**src/rtl/ahb_mem_arbiter.sv**
```systemverilog
// ahb_mem_arbiter: arbitrates an instruction port (0) and a data port (1)
// onto one single-port AHB3-Lite memory. Each port has one pending slot.
// At most one subordinate transfer is in flight. Conflicts are resolved
// round-robin. The data phase passes straight through to the granted port.
module ahb_mem_arbiter #(
    parameter int ADDR_W = 32
) (
    input  logic              s_clk_i,
    input  logic              s_resetn_i,
    input  logic              s_hsel_i   [2],
    input  logic [ADDR_W-1:0] s_haddr_i  [2],
    input  logic [1:0]        s_htrans_i [2],
    input  logic              s_hwrite_i [2],
    input  logic [2:0]        s_hsize_i  [2],
    input  logic [31:0]       s_hwdata_i [2],
    output logic [31:0]       s_hrdata_o [2],
    output logic              s_hready_o [2],
    output logic              s_hresp_o  [2],
    output logic              s_m_hsel_o,
    output logic [ADDR_W-1:0] s_m_haddr_o,
    output logic [1:0]        s_m_htrans_o,
    output logic              s_m_hwrite_o,
    output logic [2:0]        s_m_hsize_o,
    output logic [31:0]       s_m_hwdata_o,
    input  logic [31:0]       s_m_hrdata_i,
    input  logic              s_m_hready_i,
    input  logic              s_m_hresp_i
);

    typedef enum logic [1:0] {
        ST_IDLE = 2'b00,
        ST_ADDR = 2'b01,
        ST_DATA = 2'b10
    } state_t;

    state_t            state_r, state_nx_s;
    logic              grant_r, grant_nx_s;
    logic              last_r, last_nx_s;
    logic [1:0]        pend_r, pend_nx_s;
    logic [1:0]        cap_s, req_s, clr_s;
    logic              done_s, arb_s;
    logic [ADDR_W-1:0] haddr_r  [2];
    logic              hwrite_r [2];
    logic [2:0]        hsize_r  [2];

    // htrans[0] only separates IDLE/BUSY and NONSEQ/SEQ, which are treated alike
    logic unused_s;
    assign unused_s = ^{s_htrans_i[0][0], s_htrans_i[1][0]};

    // A port request is captured when it is selected, active (NONSEQ/SEQ) and its hready is high
    always_comb begin
        cap_s = 2'b00;
        for (int p = 0; p < 2; p++) begin
            cap_s[p] = s_hsel_i[p] & s_htrans_i[p][1] & s_hready_o[p];
        end
    end

    // Pending bookkeeping: completion clears the granted slot; a same-cycle capture re-arms it
    always_comb begin
        req_s  = pend_r | cap_s;
        done_s = (state_r == ST_DATA) & s_m_hready_i;
        if (done_s) begin
            clr_s = grant_r ? 2'b10 : 2'b01;
        end else begin
            clr_s = 2'b00;
        end
        if (req_s == 2'b11) begin
            arb_s = ~last_r;
        end else begin
            arb_s = req_s[1];
        end
        pend_nx_s = (pend_r & ~clr_s) | cap_s;
    end

    // FSM next state, grant and round-robin history
    always_comb begin
        state_nx_s = state_r;
        grant_nx_s = grant_r;
        last_nx_s  = last_r;
        case (state_r)
            ST_IDLE: begin
                if (|req_s) begin
                    state_nx_s = ST_ADDR;
                    grant_nx_s = arb_s;
                end else begin
                    state_nx_s = ST_IDLE;
                end
            end
            ST_ADDR: begin
                state_nx_s = ST_DATA;
            end
            ST_DATA: begin
                if (s_m_hready_i) begin
                    last_nx_s = grant_r;
                    if (req_s[~grant_r]) begin
                        state_nx_s = ST_ADDR;
                        grant_nx_s = ~grant_r;
                    end else begin
                        state_nx_s = ST_IDLE;
                    end
                end else begin
                    state_nx_s = ST_DATA;
                end
            end
            default: begin
                state_nx_s = ST_IDLE;
            end
        endcase
    end

    // Control state registers; reset aborts any transfer and drops pending requests
    always_ff @(posedge s_clk_i or negedge s_resetn_i) begin
        if (!s_resetn_i) begin
            state_r <= ST_IDLE;
            grant_r <= 1'b0;
            last_r  <= 1'b1;
            pend_r  <= 2'b00;
        end else begin
            state_r <= state_nx_s;
            grant_r <= grant_nx_s;
            last_r  <= last_nx_s;
            pend_r  <= pend_nx_s;
        end
    end

    // Address-phase payload of each pending slot, loaded on capture
    always_ff @(posedge s_clk_i or negedge s_resetn_i) begin
        if (!s_resetn_i) begin
            for (int p = 0; p < 2; p++) begin
                haddr_r[p]  <= {ADDR_W{1'b0}};
                hwrite_r[p] <= 1'b0;
                hsize_r[p]  <= 3'b000;
            end
        end else begin
            for (int p = 0; p < 2; p++) begin
                if (cap_s[p]) begin
                    haddr_r[p]  <= s_haddr_i[p];
                    hwrite_r[p] <= s_hwrite_i[p];
                    hsize_r[p]  <= s_hsize_i[p];
                end
            end
        end
    end

    // Manager responses: pass-through for the granted port in DATA, else stall while pending
    always_comb begin
        for (int p = 0; p < 2; p++) begin
            if ((state_r == ST_DATA) && (grant_r == 1'(p))) begin
                s_hrdata_o[p] = s_m_hrdata_i;
                s_hready_o[p] = s_m_hready_i;
                s_hresp_o[p]  = s_m_hresp_i;
            end else begin
                s_hrdata_o[p] = 32'h0000_0000;
                s_hready_o[p] = ~pend_r[p];
                s_hresp_o[p]  = 1'b0;
            end
        end
    end

    // Subordinate request: address phase in ADDR, write data in DATA, quiet otherwise
    always_comb begin
        s_m_hsel_o   = 1'b0;
        s_m_haddr_o  = {ADDR_W{1'b0}};
        s_m_htrans_o = 2'b00;
        s_m_hwrite_o = 1'b0;
        s_m_hsize_o  = 3'b000;
        s_m_hwdata_o = 32'h0000_0000;
        if (state_r == ST_ADDR) begin
            s_m_hsel_o   = 1'b1;
            s_m_htrans_o = 2'b10;
            s_m_haddr_o  = haddr_r[grant_r];
            s_m_hwrite_o = hwrite_r[grant_r];
            s_m_hsize_o  = hsize_r[grant_r];
        end else if (state_r == ST_DATA) begin
            s_m_hwdata_o = s_hwdata_i[grant_r];
        end else begin
            s_m_hwdata_o = 32'h0000_0000;
        end
    end

endmodule

```
**config.mk**
```make
export PLATFORM = sky130hd
export DESIGN_NAME = ahb_mem_arbiter
export DESIGN_NICKNAME = d
export VERILOG_FILES = /design/src/rtl/ahb_mem_arbiter.sv
export SDC_FILE = /design/constraint.sdc
export NUM_CORES = 1
export LEC_CHECK = 0
export CAP_MARGIN = 20
export CORE_AREA = 3 3 120 122
export DETAILED_ROUTE_END_ITERATION = 8
export DIE_AREA = 0 0 123 125
export PLACE_DENSITY_LB_ADDON = 0.12
export SYNTH_ARGS = -nofsm -noshare
export SYNTH_HDL_FRONTEND = slang
export SYNTH_SLANG_ARGS = --single-unit
```
**constraint.sdc**
```tcl
create_clock -name s_clk_i -period 3 [get_ports s_clk_i]
set_input_delay 0.3 -clock s_clk_i [delete_from_list [all_inputs] [get_ports s_clk_i]]
set_output_delay 0.3 -clock s_clk_i [all_outputs]
set_load 0.005 [all_outputs]
```
After elaboration in Yosys (flattened, before gate mapping). Index checks and enable logic that the tools add are counted.

Register bits after elaboration: 78. Latch bits: 0. Memory bits (writable): 0. ROM bits: 0. Input port bits: 178. Output and inout port bits: 139. Logic and storage cells: 77. Memories kept: 0.

$add $sub $neg: 0. Multiply operators: 0. Divide/modulo/power cells: 0. $lt $le $gt $ge: 2. Equality and inequality tests: 6. Shifts and indexed selects: 0. Multiplexer cells: 38. Bitwise logic cells: 14. Reduce and logical (&&, ||, !) cells: 7.

Operators with widths (count): two-way mux 32 bit (11); two-way mux 1 bit (17); two-way mux 3 bit (4); two-way mux 2 bit (4); inequality test 2 bit (second input constant) (3); case mux 2 bit (3 select lines) (1); bitwise AND 1 bit (5); == test 2 bit (second input constant) (2); inverter 1 bit (4); bitwise OR 2 bit (2); AND reduction 4 bit (1); bitwise AND 2 bit (1); == test 2 x 1 -> 1 bit (second input constant) (1); >= comparator 2 bit (second input constant) (1); logical AND 1 bit (2); logical NOT 2 bit (1); < comparator 1 x 2 -> 1 bit (second input constant) (1); inverter 1 -> 2 bit (1); inverter 2 bit (1); case mux 1 bit (2 select lines) (1); AND reduction 2 bit (1); nonzero test 2 bit (1); OR reduction 2 bit (1).

Depth between registers and ports, before layout.
Depth in word-level cells: 10. Mapped depth: 6. Gate-level depth less buffers: 4.

Worst setup path after synthesis. Ideal clock, no wire load.

Path kind: flip-flop to flip-flop. Start point: register grant_r. End point: register haddr_r[0] in the netlist's numbering. Arrival time: 1.831 ns. Slack: 1.045 ns. Stages on the path, launching flop included: 7. Period minus slack after synthesis: 1.955 ns. Cells stage by stage: dfrtp_1 buf_2 nand3b_1 nor2_1 a211oi_2 buf_6 mux2_2.

Cells in the longest elaborated chain, start to end: 3.

RTL lines: from (decl) (line 37) `logic grant_r, grant_nx_s;`; from (signal assigned) (line 120) `grant_r <= grant_nx_s;`; logical AND 1 bit (line 148) `if ((state_r == ST_DATA) && (grant_r == 1'(p))) begin`; two-way mux 1 bit (line 148); bitwise AND 1 bit (line 54) `cap_s[p] = s_hsel_i[p] & s_htrans_i[p][1] & s_hready_o[p];`; to (signal, indexed assignment) (line 130) `haddr_r[p] <= {ADDR_W{1'b0}};`; to (signal, indexed assignment) (line 137) `haddr_r[p] <= s_haddr_i[p];`; to (decl) (line 42) `logic [ADDR_W-1:0] haddr_r [2];`.

No other way between the ends. A chain may end at the register's enable or synchronous reset.

Final worst setup path.
Start point: register grant_r. End point: output s_m_hwdata_o[19].

Cells in the longest elaborated chain, start to end: 6.

RTL lines: inverter 1 -> 2 bit (implied by the code) (line 175) `s_m_hwdata_o = s_hwdata_i[grant_r];`; two-way mux 32 bit (implied by the code) (3 in a row) (line 175); two-way mux 32 bit (line 174) `end else if (state_r == ST_DATA) begin`; two-way mux 32 bit (line 168) `if (state_r == ST_ADDR) begin`; to (decl) (line 24) `output logic [31:0] s_m_hwdata_o,`.

No other way between the ends. The select of a mux whose other input is x is not followed.

==> flow_summary_export.csv <==
group,metric,value,unit
pwr,ir_drop,0.4279,mV
routing,drc,0,
pwr,combPwrFrac,52.4,%
cells_and_area,final_layout_size_suffix_gt1_share,14.21,%
die,initial_core_util,34.06,%
timing,hold_violations,0,
global_route,grt_util_all_layers,20.70,%
clock_network,clkSlewWorstSetupHoldPaths,50,ps
routing,via_count,4238,
synth,synth-main-ff-cell,"dfrtp_1",
timing,final.period_utilization,87.37,%
synth,yosysTopAreaCell,"dfrtp_1",
pwr,internal_power,4.580,mW
pwr,seq_power_share,29.7,%
die,dieArea,15380,µm²
pwr,design_power_total,6.715,mW
die,rows,42,
global_route,grt_pass1_wl,24790,µm
worst_setup_path,critical_path_buf_inv_count,2,
worst_setup_path,worstRegToRegCells,5,
routing,ant_nets,0,
placed_design,routabilityCongestion,0.8229,
timing,slew_headroom,35.64,%
worst_setup_path,cp.arrival,2320,ps
synth,syn-cell-area,4528,µm²
worst_setup_path,rrSetupSlack,770,ps
cells_and_area,fill_cells,1099,
die,core_area,13300,µm²
cells_and_area,post-route-cell-area,8143,µm²
worst_setup_path,reg2reg_from,"grant_r",
cells_and_area,fin_nets,899,
timing,worst_slack,378.9,ps
clock_network,cts_buffers,9,
worst_setup_path,cp_cell_sequence,"buf_12, mux2i_1, nor2_1, clkdlybuf4s50_1",
worst_setup_path,worstSetupPathType,"flip-flop to output port",
placed_design,post_dp_cell_area,7800,µm²
synth,synth.avg_cell_area,10.68,µm²
clock_network,cts_tree,"done",
routing,drt_iter0_markers,109,
synth,syn_inst,424,
clock_network,clkLatencyLatePin,320,ps
worst_setup_path,crit_required,2700,ps
worst_setup_path,crit_end,"s_m_hwdata_o[19]",
synth,yosys_warnings,0,
cells_and_area,area_growth,79.83,%
worst_setup_path,crit_fanout,39,
synth,synth_top_area_share,42.55,%
timing,fin_setup_tns,0,ps
die,ioPinCount,317,
worst_setup_path,slowest_delay,820,ps
timing,final_max_slew_viol_count,0,
synth,ys_seq_area_share,43.13,%
timing,max_freq,381.5,MHz
timing,grt_setup_unrepaired,"false",
worst_setup_path,startpoint_type,"flip-flop",
routing,drt-total-wl,16590,µm
pwr,leakage,3.465,nW
pwr,switchingPower,2.135,mW
routing,first_pass_iters,4,
clock_network,cts.hold.buffers_added,0,
clock_network,htree_levels,3,
synth,synth_edf_count,0,
worst_setup_path,cp.depth,4,
global_route,grt_start_max_net_pins,79,
worst_setup_path,cpLargestDelayFamily,"flip-flops",
worst_setup_path,r2r_end,"haddr_r[61]",
cells_and_area,final_util,61.25,%
placed_design,port_buffers,313,
pwr,p_per_area,824.7,nW/µm²
pwr,switching_share,31.80,%
synth,yosys-top-cells-area,"dfrtp_1 (43%), mux2_2 (18%), mux2i_1 (15%)",
synth,ys_ff_latch,78,
timing,fin_crit,2621,ps
clock_network,ctsResizeCount,0,
clock_network,clockRootBuffer,"clkbuf_16",
placed_design,place_ws,688.4,ps
clock_network,postCtsSetupRepairBufs,0,
worst_setup_path,cp-startpoint,"grant_r",
synth,yosysUniqueCellTypes,30,
clock_network,clock_sinks,78,
global_route,grt_overflow,0,
die,die_x,123,µm
timing,setup_viol,0,
die,die_h,125,µm
timing,fin_worst_skew,5.194,ps
global_route,antenna_found_initial,1,
timing,tightest_slew,965.3,ps
global_route,grt_pass1_vias,4309,
pwr,clkPwrFrac,18.0,%
min_path,hold_class,"input port to async pin",
worst_setup_path,slowest_stage,"dfrtp_4",
worst_setup_path,cp-end-kind,"output port",
synth,synth_nets,602,
synth,synth_async_sr_flop_share,100.0,%
routing,vias_per_cell,4.693,
clock_network,cts_max_path_buffers,2,
routing,drt-wirelength-per-cell,18.38,µm
run,drv_cap,0,
status,status,"finished, final reports clean",
placed_design,hpwl,12750,µm
==> kinds of logic (layout without fill, tap and decap cells) <==
family	after synthesis	after routing	synth area share, %
buf+inv	37	338	4.366
compound gates	13	13	2.211
other cells	1	3	0.08282
simple gates	154	154	17.02
mux	141	141	33.19
flops	78	78	43.13
==> stage by stage <==
step / hold slack, ps / std cells
6_report: 124.5 / 903
3_5_place_dp: 462.7 / 886
3_3_place_gp: 457.3 / 886
2_1_floorplan: 4.409 / 424
4_1_cts: 165.1 / 901
5_1_grt: 197.5 / 902
==> power groups by stage <==
stage               Sequential [mW]  Clock (mW)  Combinational, mW
floorplan                      1.81           0               2.00
CTS                            2.01        1.25               3.57
finish                         1.99        1.21               3.52
detailed placement             2.02           0               3.55
global placement               1.98           0               3.50
global route                   2.08        1.29               3.82
==> cell usage in the layout (no fill, tap or decap), drive strengths merged, types with 2 or more instances in the layout <==
| cell type | count |
|---|---|
| a211oi | 2 |
| a21oi | 6 |
| and2 | 33 |
| and3 | 33 |
| buf | 9 |
| bufinv | 3 |
| clkbuf | 11 |
| clkdlybuf4s50 | 312 |
| dfrtp | 77 |
| diode | 2 |
| inv | 2 |
| mux2 | 73 |
| mux2i | 68 |
| nand2 | 8 |
| nand2b | 3 |
| nand3 | 2 |
| nor2 | 71 |
| nor2b | 2 |
==> worst min path at each step <==
stage	startpoint	to	slack, ps	depth (start not counted)
3_5_place_dp	last_r	last_r	460	2
6_report	s_resetn_i	haddr_r[53]	120	1
5_1_grt	s_resetn_i	haddr_r[53]	200	1
3_3_place_gp	last_r	last_r	460	2
4_1_cts	s_resetn_i	haddr_r[53]	170	1
2_1_floorplan	s_resetn_i	grant_r	4	0
==> per-layer routing <==
layer	vias up	wire length (µm)	track usage [%]	share of wire, %
li1	2045	-	-	-
met1	2002	5955	23.38	36
met2	169	8721	36.57	53
met3	22	1523	6.323	9.2
met4	0	392	7.296	2.4
met5	-	0	0	0
==> cell type report <==
class                           instances  area [µm²]  area share (%)
Clock buffer                           11       242.7           2.981
Timing Repair Buffer                  321        3228           39.64
Inverter                                2       7.507         0.09219
Clock inverter                          4       95.09           1.168
Antenna cell                            2       5.005         0.06146
Multi-Input combinational cell        309        2387           29.32
Sequential cell                        78        1957           24.03
Tap cell                              176       220.2           2.704
==> Yosys cell counts (3+ instances only) <==
library cell,instances
buf_6,6
nand2_1,7
dfrtp_1,77
nand2b_1,3
buf_2,5
nor2_1,71
a21oi_1,6
clkbuf_1,21
and3_1,33
and2_1,33
mux2_2,72
mux2i_1,68
==> state kept, by name (all words and copies together) (netlist names) <==
signal / count
haddr_r: 64
state_r: 2
grant_r: 1
hsize_r: 6
hwrite_r: 2
pend_r: 2
last_r: 1
(Power assumes the default switching activity.)
